### src/rtl/ddr_cmd_decoder_pkg.sv
// -----------------------------------------------------------------------------
// ddr_cmd_decoder_pkg
// Shared DDR4 command-decoder types and defaults.
//   command_type : decoded DDR4 command
//   err_type     : protocol violation code reported alongside a command
//   TRCD_DEFAULT : default ACT-to-CAS spacing in CK_t cycles
//   is_cas()     : true for column commands (RD/WR/RDA/WRA)
// -----------------------------------------------------------------------------
package ddr_cmd_decoder_pkg;

  localparam int TRCD_DEFAULT      = 11;
  localparam int NUM_BANKS_DEFAULT = 16;
  localparam int ROW_W             = 14;

  typedef enum logic [3:0] {
    CMD_NOP,
    CMD_DES,
    CMD_ACT,
    CMD_MRS,
    CMD_REF,
    CMD_PRE,
    CMD_PREA,
    CMD_WR,
    CMD_WRA,
    CMD_RD,
    CMD_RDA,
    CMD_ZQCL,
    CMD_ILLEGAL
  } command_type;

  typedef enum logic [2:0] {
    ERR_NONE,
    ERR_ACT_OPEN,
    ERR_CAS_CLOSED,
    ERR_TRCD,
    ERR_REF_OPEN,
    ERR_ILLEGAL
  } err_type;

  function automatic logic is_cas(input command_type c);
    return (c == CMD_RD) || (c == CMD_RDA) || (c == CMD_WR) || (c == CMD_WRA);
  endfunction

endpackage

### src/rtl/ddr_cmd_decoder_bank_tracker.sv
// -----------------------------------------------------------------------------
// ddr_bank_tracker
// Per-bank state (open flag, open row, tRCD down-counter) and protocol checks.
// Ports:
//   i_clk, i_rst_n : clock, synchronous active-low reset
//   i_cmd          : decoded command for this cycle (combinational from pins)
//   i_bank         : {bg, ba} bank index
//   i_row          : row field captured on ACT
//   o_open_row     : open row of the addressed bank (combinational)
//   o_bank_open    : registered per-bank open flags
//   o_err_valid    : registered one-cycle violation pulse
//   o_err_code     : registered violation code (ERR_NONE when clean)
// -----------------------------------------------------------------------------
module ddr_bank_tracker
  import ddr_cmd_decoder_pkg::*;
#(
  parameter int TRCD      = TRCD_DEFAULT,
  parameter int NUM_BANKS = NUM_BANKS_DEFAULT
) (
  input  logic                 i_clk,
  input  logic                 i_rst_n,
  input  command_type          i_cmd,
  input  logic [3:0]           i_bank,
  input  logic [ROW_W-1:0]     i_row,
  output logic [ROW_W-1:0]     o_open_row,
  output logic [NUM_BANKS-1:0] o_bank_open,
  output logic                 o_err_valid,
  output err_type              o_err_code
);

  localparam int CNT_W = $clog2(TRCD + 1);

  logic [NUM_BANKS-1:0] w_sel;
  logic [NUM_BANKS-1:0] w_open;
  logic [NUM_BANKS-1:0] w_busy;
  logic [ROW_W-1:0]     w_row_arr [NUM_BANKS];

  logic             w_sel_open;
  logic             w_sel_busy;
  logic [ROW_W-1:0] w_sel_row;
  err_type          w_err;
  logic             w_do_act;
  logic             w_do_close_sel;
  logic             w_do_close_all;

  logic    r_err_valid;
  err_type r_err_code;

  genvar gi;
  generate
    for (gi = 0; gi < NUM_BANKS; gi++) begin : g_bank
      logic             r_open;
      logic [ROW_W-1:0] r_row;
      logic [CNT_W-1:0] r_cnt;

      assign w_sel[gi]     = (i_bank == 4'(gi));
      assign w_open[gi]    = r_open;
      assign w_busy[gi]    = (r_cnt != '0);
      assign w_row_arr[gi] = r_row;

      always_ff @(posedge i_clk) begin
        if (!i_rst_n) begin
          r_open <= 1'b0;
          r_row  <= '0;
          r_cnt  <= '0;
        end else if (w_sel[gi] && w_do_act) begin
          r_open <= 1'b1;
          r_row  <= i_row;
          r_cnt  <= CNT_W'(TRCD - 1);
        end else begin
          if (w_do_close_all || (w_sel[gi] && w_do_close_sel)) begin
            r_open <= 1'b0;
          end
          // Free-running countdown, parked at zero once tRCD has elapsed.
          if (r_cnt != '0) begin
            r_cnt <= r_cnt - 1'b1;
          end
        end
      end
    end
  endgenerate

  always_comb begin
    w_sel_open = |(w_open & w_sel);
    w_sel_busy = |(w_busy & w_sel);
    w_sel_row  = '0;
    for (int b = 0; b < NUM_BANKS; b++) begin
      if (w_sel[b]) begin
        w_sel_row = w_row_arr[b];
      end
    end
  end

  always_comb begin
    w_err = ERR_NONE;
    case (i_cmd)
      CMD_ACT: begin
        if (w_sel_open) w_err = ERR_ACT_OPEN;
      end
      CMD_RD, CMD_RDA, CMD_WR, CMD_WRA: begin
        if (!w_sel_open)     w_err = ERR_CAS_CLOSED;
        else if (w_sel_busy) w_err = ERR_TRCD;
      end
      CMD_REF, CMD_ZQCL: begin
        if (|w_open) w_err = ERR_REF_OPEN;
      end
      CMD_ILLEGAL: w_err = ERR_ILLEGAL;
      default:     w_err = ERR_NONE;
    endcase
  end

  // A rejected command must leave the table untouched, so ACT and
  // auto-precharge only take effect when no violation was flagged.
  assign w_do_act       = (i_cmd == CMD_ACT) && (w_err == ERR_NONE);
  assign w_do_close_sel = (i_cmd == CMD_PRE) ||
                          (((i_cmd == CMD_RDA) || (i_cmd == CMD_WRA)) && (w_err == ERR_NONE));
  assign w_do_close_all = (i_cmd == CMD_PREA);

  always_ff @(posedge i_clk) begin
    if (!i_rst_n) begin
      r_err_valid <= 1'b0;
      r_err_code  <= ERR_NONE;
    end else begin
      r_err_valid <= (w_err != ERR_NONE);
      r_err_code  <= w_err;
    end
  end

  assign o_open_row  = w_sel_row;
  assign o_bank_open = w_open;
  assign o_err_valid = r_err_valid;
  assign o_err_code  = r_err_code;

endmodule

### src/rtl/ddr_cmd_decoder.sv
// -----------------------------------------------------------------------------
// ddr_cmd_decoder
// Decodes DDR4 command pins sampled on each rising CK_t into a registered
// command plus fields (latency 1), and tracks bank state for protocol checks.
// Ports:
//   CK_t, reset_n         : clock, synchronous active-low reset
//   cs_n .. A9_A0         : DDR4 command/address pins
//   cmd_valid, cmd        : decoded command (DES/NOP give cmd_valid=0)
//   bg_out .. bc_n_out    : decoded bank/row/column fields
//   mr_valid, mode_reg    : MRS pulse and payload
//   err_valid, err_code   : protocol violation for the reported command
//   bank_open             : per-bank open flags
// -----------------------------------------------------------------------------
module ddr_cmd_decoder
  import ddr_cmd_decoder_pkg::*;
#(
  parameter int TRCD      = TRCD_DEFAULT,
  parameter int NUM_BANKS = NUM_BANKS_DEFAULT
) (
  input  logic                 CK_t,
  input  logic                 reset_n,
  input  logic                 cs_n,
  input  logic                 act_n,
  input  logic                 RAS_n_A16,
  input  logic                 CAS_n_A15,
  input  logic                 WE_n_A14,
  input  logic [1:0]           bg_addr,
  input  logic [1:0]           ba_addr,
  input  logic                 A17,
  input  logic                 A13,
  input  logic                 A12_BC_n,
  input  logic                 A11,
  input  logic                 A10_AP,
  input  logic [9:0]           A9_A0,
  output logic                 cmd_valid,
  output command_type          cmd,
  output logic [1:0]           bg_out,
  output logic [1:0]           ba_out,
  output logic [13:0]          row_out,
  output logic [9:0]           col_out,
  output logic                 ap_out,
  output logic                 bc_n_out,
  output logic                 mr_valid,
  output logic [17:0]          mode_reg,
  output logic                 err_valid,
  output err_type              err_code,
  output logic [NUM_BANKS-1:0] bank_open
);

  command_type      w_cmd;
  logic [ROW_W-1:0] w_row;
  logic [3:0]       w_bank;
  logic             w_valid;
  logic             w_is_cas;
  logic [ROW_W-1:0] w_open_row;
  logic             w_unused;

  logic             r_cmd_valid;
  command_type      r_cmd;
  logic [1:0]       r_bg;
  logic [1:0]       r_ba;
  logic [13:0]      r_row;
  logic [9:0]       r_col;
  logic             r_ap;
  logic             r_bcn;
  logic             r_mr_valid;
  logic [17:0]      r_mode_reg;

  // A17 is not part of the 14-bit row this decoder reports.
  assign w_unused = A17;

  assign w_row  = {A13, A12_BC_n, A11, A10_AP, A9_A0};
  assign w_bank = {bg_addr, ba_addr};

  always_comb begin
    w_cmd = CMD_NOP;
    if (cs_n) begin
      w_cmd = CMD_DES;
    end else if (!act_n) begin
      w_cmd = CMD_ACT;
    end else begin
      case ({RAS_n_A16, CAS_n_A15, WE_n_A14})
        3'b000:  w_cmd = CMD_MRS;
        3'b001:  w_cmd = CMD_REF;
        3'b010:  w_cmd = A10_AP ? CMD_PREA : CMD_PRE;
        3'b011:  w_cmd = CMD_ILLEGAL;
        3'b100:  w_cmd = A10_AP ? CMD_WRA : CMD_WR;
        3'b101:  w_cmd = A10_AP ? CMD_RDA : CMD_RD;
        3'b110:  w_cmd = CMD_ZQCL;
        default: w_cmd = CMD_NOP;
      endcase
    end
  end

  assign w_valid  = (w_cmd != CMD_DES) && (w_cmd != CMD_NOP);
  assign w_is_cas = is_cas(w_cmd);

  always_ff @(posedge CK_t) begin
    if (!reset_n) begin
      r_cmd_valid <= 1'b0;
      r_cmd       <= CMD_NOP;
      r_bg        <= '0;
      r_ba        <= '0;
      r_row       <= '0;
      r_col       <= '0;
      r_ap        <= 1'b0;
      r_bcn       <= 1'b0;
      r_mr_valid  <= 1'b0;
      r_mode_reg  <= '0;
    end else begin
      r_cmd_valid <= w_valid;
      r_cmd       <= w_cmd;
      // Fields are zeroed for DES/NOP so don't-care pins never leak out.
      r_bg        <= w_valid ? bg_addr : '0;
      r_ba        <= w_valid ? ba_addr : '0;
      // Column commands report the row currently open in the target bank.
      r_row       <= (w_cmd == CMD_ACT) ? w_row : (w_is_cas ? w_open_row : '0);
      r_col       <= w_is_cas ? A9_A0 : '0;
      r_ap        <= w_is_cas & A10_AP;
      r_bcn       <= w_is_cas & A12_BC_n;
      r_mr_valid  <= (w_cmd == CMD_MRS);
      r_mode_reg  <= (w_cmd == CMD_MRS) ? {bg_addr[0], ba_addr, 1'b0, w_row} : '0;
    end
  end

  ddr_bank_tracker #(
    .TRCD      (TRCD),
    .NUM_BANKS (NUM_BANKS)
  ) u_bank_tracker (
    .i_clk       (CK_t),
    .i_rst_n     (reset_n),
    .i_cmd       (w_cmd),
    .i_bank      (w_bank),
    .i_row       (w_row),
    .o_open_row  (w_open_row),
    .o_bank_open (bank_open),
    .o_err_valid (err_valid),
    .o_err_code  (err_code)
  );

  assign cmd_valid = r_cmd_valid;
  assign cmd       = r_cmd;
  assign bg_out    = r_bg;
  assign ba_out    = r_ba;
  assign row_out   = r_row;
  assign col_out   = r_col;
  assign ap_out    = r_ap;
  assign bc_n_out  = r_bcn;
  assign mr_valid  = r_mr_valid;
  assign mode_reg  = r_mode_reg;

endmodule

### config.mk
export PLATFORM = sky130hd
export DESIGN_NAME = ddr_cmd_decoder
export DESIGN_NICKNAME = d
export VERILOG_FILES = /design/src/rtl/ddr_cmd_decoder_pkg.sv /design/src/rtl/ddr_cmd_decoder_bank_tracker.sv /design/src/rtl/ddr_cmd_decoder.sv
export SDC_FILE = /design/constraint.sdc
export NUM_CORES = 1
export LEC_CHECK = 0
export ABC_AREA = 1
export ABC_CLOCK_PERIOD_IN_PS = 4700
export CELL_PAD_IN_SITES_DETAIL_PLACEMENT = 1
export CELL_PAD_IN_SITES_GLOBAL_PLACEMENT = 1
export CORE_MARGIN = 10
export CORE_UTILIZATION = 46
export DETAILED_ROUTE_END_ITERATION = 7
export GPL_TIMING_DRIVEN = 1
export PLACE_DENSITY = 0.9
export SETUP_SLACK_MARGIN = 0.3
export SYNTH_ARGS = -nofsm -noshare
export SYNTH_HDL_FRONTEND = slang
export SYNTH_HIERARCHICAL = 1
export SYNTH_SLANG_ARGS = --single-unit
### constraint.sdc
create_clock -name CK_t -period 4.7 [get_ports CK_t]
set_input_delay 0.47 -clock CK_t [delete_from_list [all_inputs] [get_ports CK_t]]
set_output_delay 0.47 -clock CK_t [all_outputs]
set_load 0.02 [all_outputs]
==> results of run 1 <==
==> through the flow <==
| stage | instances | power, mW | hold slack [ns] | utilization [%] |
|---|---|---|---|---|
| 6_report | 2895 | 7.18 | 0.457 | 54.0 |
| 5_1_grt | 2895 | 7.38 | 0.477 | 54.0 |
| 4_1_cts | 2895 | 7.19 | 0.449 | 54.0 |
| 3_5_place_dp | 2825 | 3.76 | 0.452 | 49.9 |
| 3_3_place_gp | 2825 | 3.73 | 0.444 | 49.9 |
| 2_1_floorplan | 2417 | 3.55 | 0.422 | - |
==> per-layer routing <==
layer | track usage, % | vias to the layer above
met1 | 32.3 | 8261
met2 | 45.2 | 578
met5 | 0 | -
li1 | - | 7692
met3 | 4.46 | 147
met4 | 11.1 | 0
==> synthesized netlist by cell type, drive strengths merged <==
library cell	number	share of area, %
xnor2	1	0.054
a21oi	229	7.1
inv	208	4.8
nand3	105	3.7
a21boi	1	0.12
nand2	685	16
nand4	165	6.4
conb	1	0.023
nor2	403	9.6
clkbuf	111	2.6
o21ai	21	0.65
nor3	37	1.2
dfxtp	361	44
o211ai	2	0.092
buf	72	2.5
nor4	3	0.21
o22ai	12	0.46
==> cell usage in the layout, fill, tap and decap left out, drive strengths merged, types with 9 or more instances in the layout <==
cell and count:
dfxtp 361, a21oi 229, nor3 37, o22ai 12, nor2 403, o21ai 21
nand2 685, nand3 105, inv 209, clkinv 9, buf 40, nand4 165
clkbuf 52, clkdlybuf4s50 96
==> worst max path at each step <==
stage                         start                                 end  slack (ns)  cells after the start
after floorplan              A10_AP  u_bank_tracker/g_bank[11].r_row[3]        1.88                     15
after CTS                 RAS_n_A16     u_bank_tracker/g_bank[6].r_open        0.94                     19
after global placement    CAS_n_A15  u_bank_tracker/g_bank[6].r_row[11]        0.81                     20
after detailed placement  CAS_n_A15  u_bank_tracker/g_bank[4].r_row[12]        0.62                     20
final                     RAS_n_A16     u_bank_tracker/g_bank[6].r_open        0.80                     19
after global routing      RAS_n_A16     u_bank_tracker/g_bank[6].r_open        0.56                     19
==> worst max-delay path, cell delays in order <==
cell and delay [ns]:
clkdlybuf4s50_1 0.55, inv_1 0.19, nand3_1 0.09, nand2_1 0.12
nand2_1 0.12, a21boi_4 0.30, nor2_1 0.11, inv_1 0.15
nor2_1 0.08, nand2_1 0.08, o21ai_0 0.11, nand2_1 0.09
nand2_1 0.06, inv_1 0.08, nand2_1 0.10, a21oi_4 0.30
buf_12 0.31, nand3_2 0.54, a21oi_1 0.40
==> where the power goes <==
group	internal [mW]	switching (mW)	total, mW
Sequential	3.11	0.0333	3.14
Combinational	0.144	0.452	0.597
Clock	2.13	1.31	3.44
Total	5.38	1.80	7.18
==> kinds of logic after synthesis <==
group,synth area share (%)
buf+inv,9.88
flops,44.5
other cells,0.0231
compound gates,8.44
simple gates,37.1
xor+xnor,0.0539
==> layout make-up <==
| class | count | area, sq um |
|---|---|---|
| fill | 4443 | 16000 |
| inverter | 208 | 786 |
| tap | 455 | 569 |
| clock buffer | 52 | 1130 |
| sequential | 361 | 7230 |
| clock inverter | 18 | 305 |
| multi-input combinational | 1665 | 7440 |
| timing repair buffer | 136 | 1310 |
==> summary.md, run 1 <==
| Metric | Value |
|---|---|
| Status | `finished clean` |
| Seq/Total Area, Yosys | `44.5%` |
| Unique cell type count in the Yosys netlist | `30` |
| Worst r2r path cells | `14` |
| Total GRT Usage | `26.5%` |
| GR Overflow Total | `0` |
| Final RePlAce weighted congestion | `0.846` |
| Vias per inst | `5.76` |
| Pwr/cell area | `382 nW/um^2` |
| Die Width | `208 um` |
| Worst-path maximum fanout | `64` |
| Setup_tns | `0 ns` |
| Ant diodes | `0` |
| Critical Path AT | `4.35 ns` |
| Leak pwr | `7.87 nW` |
| Final WS setup | `0.796 ns` |
| Clock buffer depth | `3` |
| Syn Nets | `2443` |
| Dpl ws | `0.621 ns` |
| Max-slew headroom | `20.3%` |
| Met2 WL post-DR | `29.2 mm` |
| WL/cell | `20.6 um` |
| Slew of the pin with the lowest slew margin | `1.19 ns` |
| Highest metal layer with signal wires | `met4` |
| Max Slew Vio Count | `0` |
| Final ANT Viol Nets | `0` |
| Core Area | `34700 sq um` |
| Root buffer cell | `clkbuf_16` |
| Syn avg cell area | `6.72 sq um` |
| R2R Setup Slk | `1.22 ns` |
| Worst reg2reg path startpoint | `u_bank_tracker/g_bank[15].r_cnt[0]` |
| Metal-1 WL | `24.8 mm` |
| Fmax achieved | `0.256 GHz` |
| HP Start | `reset_n` |
| Htree depth | `2` |
| CP required | `5.15 ns` |
| First-pass GRT wire length | `95.2 mm` |
| Final number of hold-violating endpoints | `0` |
| Number of hold buffers added after cts | `0` |
| Placed cell areas | `17300 sq um` |
| Crit path capture type | `flop` |
| RSZ-0062 raised after global routing | `false` |
| Core Rows | `68` |
| Die Footprint | `43200 sq um` |
| Hold path cells | `3` |
| DR pass1 iterations | `5` |
| Kind of critical path | `in2reg` |
| Synth warn | `6` |
| Number of synthesized register bits | `361` |
| Critical Path Start Type | `input pin` |
| Die height | `208 um` |
| DRC | `0` |
| I/O pins | `100` |
| Final instance area | `18800 sq um` |
| Cells after synthesis | `2417` |
| Routed via count | `16.7k` |
| Vias in the first global route | `17.3k` |
| Initial antenna violation count | `0` |
| RR Endpoint | `u_bank_tracker/g_bank[6].r_open` |
| Setup violations, final | `0` |
| Total CTS buffers | `40` |
| Total of max-cap violations | `0` |
| IR drop worst, VDD | `0.000356 V` |
| Total Wirelength | `59.6 mm` |
| Reg clk slew, reported paths | `0.06 ns` |
| Met3 wire len | `3.37 mm` |
| Post-cts sizing count | `0` |
| Largest net degree at the start of global routing | `150` |
| NumNets Final | `2438` |
| Post-CTS Setup Inserts | `0` |
| Final Skew | `0.0225 ns` |
| Clock tree from TritonCTS | `done` |
| Final Cycle Share | `83.1%` |
| Dpl hpwl | `36.2 mm` |
| Share of layout cells above drive strength 1 | `6.31%` |
| Cell Area, Synth | `16300 sq um` |
| Clk sinks | `361` |
| Port buffer count | `97` |
| Initial core utilization | `46.8%` |
| Max reg flops | `224` |
| Worst-skew pair later-pin latency | `0.55 ns` |
| 1st-iter DRT viols | `1324` |
| Min cycle time layout | `3.90 ns` |
| Hold Path End | `u_bank_tracker/g_bank[9].r_row[3]` |
| Hold Crit Class | `in2reg` |
| Area delta synth->final | `15.4%` |
Note: power is estimated with default switching activity, not from simulation.
==> run 2, diff against run 1 <==
--- a/config.mk
+++ b/config.mk
@@ -6,14 +6,14 @@
 export NUM_CORES = 1
 export LEC_CHECK = 0
 export ABC_AREA = 1
-export ABC_CLOCK_PERIOD_IN_PS = 4700
+export ABC_CLOCK_PERIOD_IN_PS = 3840
 export CELL_PAD_IN_SITES_DETAIL_PLACEMENT = 1
 export CELL_PAD_IN_SITES_GLOBAL_PLACEMENT = 1
 export CORE_MARGIN = 10
-export CORE_UTILIZATION = 46
+export CORE_UTILIZATION = 43
 export DETAILED_ROUTE_END_ITERATION = 7
 export GPL_TIMING_DRIVEN = 1
-export PLACE_DENSITY = 0.9
+export PLACE_DENSITY = 0.85
 export SETUP_SLACK_MARGIN = 0.3
 export SYNTH_ARGS = -nofsm -noshare
 export SYNTH_HDL_FRONTEND = slang
==> constraint.sdc (replaced) <==
create_clock -name CK_t -period 3.84 [get_ports CK_t]
set_input_delay 0.384 -clock CK_t [delete_from_list [all_inputs] [get_ports CK_t]]
set_output_delay 0.384 -clock CK_t [all_outputs]
set_load 0.02 [all_outputs]
==> summary.md, run 2 (synthesis results as in run 1) <==
| Metric | Value |
|---|---|
| Status | `finished clean` |
| Leak pwr | `7.89 nW (+0.30%)` |
| Total Wirelength | `52.8 mm (-11%)` |
| Clock tree from TritonCTS | `done` |
| Setup_tns | `0 ns (unchanged)` |
| RSZ-0062 raised after global routing | `false` |
| DR pass1 iterations | `5 (unchanged)` |
| Total of max-cap violations | `0 (unchanged)` |
| Number of hold buffers added after cts | `0 (unchanged)` |
| Hold_ws | `0.278 ns (-0.179 ns)` |
| Initial core utilization | `43.3% (-3.5 points)` |
| CP required | `4.30 ns (-0.85 ns)` |
| Core Rows | `71 (+4.4%)` |
| I/O pins | `100 (unchanged)` |
| Utilization after layout | `50.3% (-3.8 points)` |
| CP peak stage delay | `0.60 ns (+0.05 ns)` |
| Critical Path Start Type | `input pin` |
| Die Width | `214 um (+3.1%)` |
| Port buffer count | `97 (unchanged)` |
| Htree depth | `2 (unchanged)` |
| DRC | `0 (unchanged)` |
| Final Cycle Share | `83.7%` |
| Most frequent cells in the layout | `673 x nand2_1, 390 x nor2_1, 361 x dfxtp_1, 228 x a21oi_1, 201 x inv_1` |
| Critical Path AT | `3.67 ns (-0.68 ns)` |
| Dpl ws | `0.149 ns (-0.472 ns)` |
| Worst-path maximum fanout | `41 (-36%)` |
| Ant diodes | `0 (unchanged)` |
| Vias per inst | `5.39 (-6.5%)` |
| Hold Crit Class | `in2reg` |
| Worst path cell trace | `clkdlybuf4s50_1 > nor2_1 > nand2_1 > inv_2 > nand2_1 > nand2_1 > nor2_1 > nand2_1 > nor2_1 > nand2_1 > nand2_1 > nand2_1 > a21oi_4 > buf_12 > nand3_1 > buf_4 > nand2_1 > nor3_1` |
| Most common cell after layout, fill and taps aside | `nand2_1` |
| Min cycle time layout | `3.21 ns` |
| Reg clk slew, reported paths | `0.06 ns (about the same)` |
| Setup violations, final | `0 (unchanged)` |
| First-pass GRT wire length | `85.7 mm (-10%)` |
| Placed Cells | `2899 (+2.6%)` |
| Dpl hpwl | `35.6 mm (-1.6%)` |
| Initial antenna violation count | `0 (unchanged)` |
| Vias in the first global route | `16.5k (-4.6%)` |
| 1st-iter DRT viols | `982 (-26%)` |
| Worst-skew pair later-pin latency | `0.55 ns (about the same)` |
| Clk sinks | `361 (unchanged)` |
| Final ANT Viol Nets | `0 (unchanged)` |
| Die height | `214 um (+3.1%)` |
| Largest net degree at the start of global routing | `124 (-17%)` |
| Worst reg2reg path startpoint | `u_bank_tracker/g_bank[7].r_cnt[0]` |
| Worst path slowest cell | `clkdlybuf4s50_1` |
| Fill count | `4874 (+9.7%)` |
| Max-slew headroom | `34.9% (+15 points)` |
| Total power | `8.30 mW (+16%)` |
| Crit path capture type | `flop` |
| Area delta synth->final | `16.0%` |
| Total GRT Usage | `22.2% (-4.3 points)` |
| Setup crit end | `u_bank_tracker/g_bank[1].r_cnt[2]` |
| R2R Setup Slk | `0.85 ns (-0.37 ns)` |
| Post-cts sizing count | `0 (unchanged)` |
| Pwr/cell area | `440 nW/um^2 (+15%)` |
| Total CTS buffers | `40 (unchanged)` |
| Fmax achieved | `0.311 GHz` |
| NumNets Final | `2456 (+0.74%)` |
| Share of layout cells above drive strength 1 | `6.72% (+0.40 points)` |
| Cell Count, Final, Fillers Out | `2968 (+2.5%)` |
| IR drop worst, VDD | `0.000262 V (-27%)` |
| Most used cell, CP | `nand2_1` |
| Routed via count | `16.0k (-4.1%)` |
| Die Footprint | `46000 sq um (+6.3%)` |
| Worst setup startpoint | `bg_addr[1]` |
| Final Skew | `0.0258 ns (+0.00326 ns)` |
| Max Slew Vio Count | `0 (unchanged)` |
| Final WS setup | `0.627 ns (-0.169 ns)` |
| Slew of the pin with the lowest slew margin | `0.973 ns (-0.219 ns)` |
| Max reg flops | `224 (unchanged)` |
| GR Overflow Total | `0 (unchanged)` |
| Core Area | `37500 sq um (+8.0%)` |
| Placed cell areas | `17600 sq um (+1.4%)` |
| Worst r2r path cells | `17 (+3)` |
| Final RePlAce weighted congestion | `0.814 (-3.7%)` |
| WL/cell | `17.8 um (-14%)` |
| Final number of hold-violating endpoints | `0 (unchanged)` |
| Final instance area | `18800 sq um (+0.45%)` |
| Kind of critical path | `in2reg` |
| Root buffer cell | `clkbuf_16` |
| Clock buffer depth | `3 (unchanged)` |
| Post-CTS Setup Inserts | `0 (unchanged)` |
| RR Endpoint | `u_bank_tracker/g_bank[12].r_row[2]` |
## run 2: cell count changes in the layout (fill, tap and decap cells not counted), sizes merged
cell    change
inv         +1
clkbuf      +8
bufinv      -7
buf        +18
clkinv      -3
## run 2: worst min path at each step
| stage | start | to | slack [ns] | cells after the start |
|---|---|---|---|---|
| floorplan | u_bank_tracker/g_bank[1].r_cnt[0] | u_bank_tracker/g_bank[1].r_cnt[0] | 0.42 | 1 |
| global placement | u_bank_tracker/g_bank[1].r_cnt[0] | u_bank_tracker/g_bank[1].r_cnt[0] | 0.44 | 1 |
| detailed placement | u_bank_tracker/g_bank[8].r_row[6] | u_bank_tracker/g_bank[8].r_row[6] | 0.45 | 2 |
| CTS | reset_n | u_bank_tracker/g_bank[10].r_row[7] | 0.26 | 3 |
| global route | reset_n | u_bank_tracker/g_bank[10].r_row[11] | 0.29 | 3 |
| finish | reset_n | u_bank_tracker/g_bank[10].r_row[7] | 0.28 | 3 |
## run 2: layout make-up
class | instances | area [sq um] | share of cell area (%)
clock inverter | 9 | 77.6 | 0.412
timing repair buffer | 154 | 1480 | 7.87
tap | 511 | 639 | 3.39
sequential | 361 | 7230 | 38.4
inverter | 208 | 786 | 4.17
multi-input combinational | 1665 | 7430 | 39.4
clock buffer | 60 | 1200 | 6.35
## run 2: metal layers
metal	vias to the layer above	wire [um]	track usage (%)
met4	0	1430	7.49
met2	302	26100	39.8
met3	81	2170	3.12
met5	-	0	0
li1	7718	-	-
met1	7893	23100	26.7
## run 2: worst max-delay path, delay by kind of cell
family	cells	cell delay, ns
AND/OR/NAND/NOR	13	1.87
buffers and inverters	4	1.29
AO/OA/AOI/OAI	1	0.07
## run 2: report_power, final
group | switching [mW] | internal, mW
clock network | 1.55 | 2.21
logic | 0.516 | 0.190
registers | 0.0315 | 3.80
==> run 3, diff against run 2 <==
--- a/config.mk
+++ b/config.mk
@@ -6,14 +6,14 @@
 export NUM_CORES = 1
 export LEC_CHECK = 0
 export ABC_AREA = 1
-export ABC_CLOCK_PERIOD_IN_PS = 3840
+export ABC_CLOCK_PERIOD_IN_PS = 2900
 export CELL_PAD_IN_SITES_DETAIL_PLACEMENT = 1
 export CELL_PAD_IN_SITES_GLOBAL_PLACEMENT = 1
 export CORE_MARGIN = 10
-export CORE_UTILIZATION = 43
+export CORE_UTILIZATION = 39
 export DETAILED_ROUTE_END_ITERATION = 7
 export GPL_TIMING_DRIVEN = 1
-export PLACE_DENSITY = 0.85
+export PLACE_DENSITY = 0.82
 export SETUP_SLACK_MARGIN = 0.3
 export SYNTH_ARGS = -nofsm -noshare
 export SYNTH_HDL_FRONTEND = slang
==> constraint.sdc (replaced) <==
create_clock -name CK_t -period 2.9 [get_ports CK_t]
set_input_delay 0.29 -clock CK_t [delete_from_list [all_inputs] [get_ports CK_t]]
set_output_delay 0.29 -clock CK_t [all_outputs]
set_load 0.02 [all_outputs]
==> summary.md, run 3 (synthesis results as in run 1) <==
| Metric | Value |
|---|---|
| Leak pwr | `8.87 nW (+12%)` |
| Initial antenna violation count | `0 (unchanged)` |
| Switching share of power | `25.9% (+0.65 points)` |
| Sequential share of power | `43.6% (-2.6 points)` |
| Setup violations, final | `0 (unchanged)` |
| Fill count | `5144 (+5.5%)` |
| WL/cell | `20.2 um (+13%)` |
| Die Footprint | `50200 sq um (+9.3%)` |
| Final ANT Viol Nets | `0 (unchanged)` |
| Die Width | `224 um (+4.5%)` |
| Root buffer cell | `clkbuf_16` |
| Final Skew | `0.0176 ns (-0.00818 ns)` |
| Htree depth | `2 (unchanged)` |
| Share of layout cells above drive strength 1 | `16.4% (+9.7 points)` |
| DR pass1 iterations | `7 (+2)` |
| DRC | `0 (unchanged)` |
| Vias per inst | `5.47 (+1.4%)` |
| Fmax achieved | `0.392 GHz` |
| Max reg flops | `224 (unchanged)` |
| Reg clk slew, reported paths | `0.06 ns (about the same)` |
| GR Overflow Total | `0 (unchanged)` |
| Critical Path AT | `3.01 ns (-0.66 ns)` |
| I/O pins | `100 (unchanged)` |
| Clock buffer depth | `3 (unchanged)` |
| Port buffer count | `97 (unchanged)` |
| RSZ-0062 raised after global routing | `false` |
| Combinational power share | `10.8% (+2.3 points)` |
| Max Slew Vio Count | `0 (unchanged)` |
| Final Cycle Share | `87.9%` |
| First-pass GRT wire length | `96.1 mm (+12%)` |
| Total of max-cap violations | `0 (unchanged)` |
| Slew of the pin with the lowest slew margin | `1.06 ns (+0.0870 ns)` |
| Dpl hpwl | `40.1 mm (+13%)` |
| Hold Crit Class | `in2reg` |
| Min cycle time layout | `2.55 ns` |
| Worst-skew pair later-pin latency | `0.55 ns (about the same)` |
| Worst r2r path cells | `16 (-1)` |
| Core Area | `41000 sq um (+9.4%)` |
| NumNets Final | `2596 (+5.7%)` |
| Cell Count, Final, Fillers Out | `3135 (+5.6%)` |
| Critical Path Start Type | `flop` |
| Largest net degree at the start of global routing | `75 (-40%)` |
| Die height | `224 um (+4.5%)` |
| Vias in the first global route | `17.6k (+6.6%)` |
| Number of hold buffers added after cts | `0 (unchanged)` |
| Crit path capture type | `flop` |
| Setup_tns | `0 ns (unchanged)` |
| Ant diodes | `0 (unchanged)` |
| Pwr/cell area | `563 nW/um^2 (+28%)` |
| Worst-path maximum fanout | `24 (-41%)` |
| IR drop worst, VDD | `0.000351 V (+34%)` |
| Internal Power | `8.66 mW (+40%)` |
| Max-slew headroom | `29.1% (-5.8 points)` |
| Most frequent cells in the layout | `635 x nand2_1, 345 x nor2_1, 343 x dfxtp_1, 221 x a21oi_1, 197 x inv_1` |
| Final RePlAce weighted congestion | `0.859 (+5.5%)` |
| Core Rows | `74 (+4.2%)` |
| 1st-iter DRT viols | `1096 (+12%)` |
| Final number of hold-violating endpoints | `0 (unchanged)` |
| Clk sinks | `361 (unchanged)` |
| Net Switching | `3.02 mW (+44%)` |
| Area delta synth->final | `27.8%` |
| Placed Cells | `3026 (+4.4%)` |
| Clock Power Share | `45.6% (+0.3 points)` |
| CP required | `3.36 ns (-0.94 ns)` |
| Hold path cells | `3 (unchanged)` |
| Total power | `11.7 mW (+41%)` |
| Clock tree from TritonCTS | `done` |
| Most common cell after layout, fill and taps aside | `nand2_1` |
| Total CTS buffers | `41 (+2.5%)` |
| Routed via count | `17.1k (+7.1%)` |
| Initial core utilization | `39.6% (-3.7 points)` |
| Total Wirelength | `63.2 mm (+20%)` |
| Status | `finished clean` |
| Kind of critical path | `reg2reg` |
| Total GRT Usage | `23.5% (+1.2 points)` |
[run 3: cell count changes in the layout (fill, tap and decap cells not counted), moves of 21 or more]
cell,before,now
nand2_2,10,43
nor2_4,4,25
buf_4,51,160
nand2_1,673,635
nor2_1,390,345
nor2_2,9,33
[run 3: routing by layer]
layer  share of wire [%]  GRT usage [%]  vias up
li1                    -              -     8027
met1                  42           28.3     8500
met2                  49           41.7      485
met3                 5.5           3.72      122
met4                 2.9           7.50        0
met5                   0              0        -
[run 3: repair_timing]
item | CTS | global route
cloned | 3 | 2
pin swaps | 0 | 42
endpoints found under the setup margin | 227 | 313
resized for setup | 43 | 128
endpoints found under the hold margin | 0 | 0
buffers inserted | 4 | 24
[run 3: metrics by stage]
stage	utilization [%]	setup slack [ns]	hold WS [ns]	cell area, sq um
finish	50.6	0.352	0.0927	20800
global route	50.6	0.177	0.129	20800
CTS	49.3	0.307	0.207	20200
detailed placement	45.3	-0.388	0.440	18600
global placement	45.3	-0.249	0.436	18600
floorplan	-	0.402	0.400	16300
[run 3: layout make-up]
class | count | area, sq um | area share (%)
tap | 532 | 666 | 3.20
clock buffer | 66 | 1270 | 6.13
timing repair buffer | 293 | 2860 | 13.8
clock inverter | 10 | 104 | 0.500
multi-input combinational | 1665 | 7830 | 37.7
inverter | 208 | 786 | 3.78
sequential | 361 | 7250 | 34.9
[run 3: final timing paths]
kind                                       from                                  to  slack, ns
min reg2reg  u_bank_tracker/g_bank[12].r_row[7]  u_bank_tracker/g_bank[12].r_row[7]       0.46
max          u_bank_tracker/g_bank[13].r_cnt[0]  u_bank_tracker/g_bank[15].r_row[6]       0.35
max reg2reg  u_bank_tracker/g_bank[13].r_cnt[0]  u_bank_tracker/g_bank[15].r_row[6]       0.35
min                                  ba_addr[1]                           ba_out[1]       0.09
[run 3: critical path, cell delays in order, from the launching register on]
cell	delay, ns
dfxtp_1	0.38
nor2_4	0.14
nand2_2	0.11
nand2_2	0.10
nand2_1	0.07
nor2_2	0.13
nand2_2	0.08
nor2_2	0.08
nand2_1	0.08
nand2_2	0.07
nand2_1	0.08
a21oi_4	0.14
buf_12	0.14
buf_12	0.13
buf_4	0.27
nand4_1	0.18
a21oi_1	0.25
[run 3: power by group through the flow]
stage          Clock [mW]  Combinational (mW)  Sequential (mW)
6_report             5.33                1.26             5.10
5_1_grt              5.59                1.34             5.10
4_1_cts              5.38                1.15             5.08
3_5_place_dp            0                1.06             5.19
3_3_place_gp            0                1.02             5.18
2_1_floorplan           0               0.549             5.21
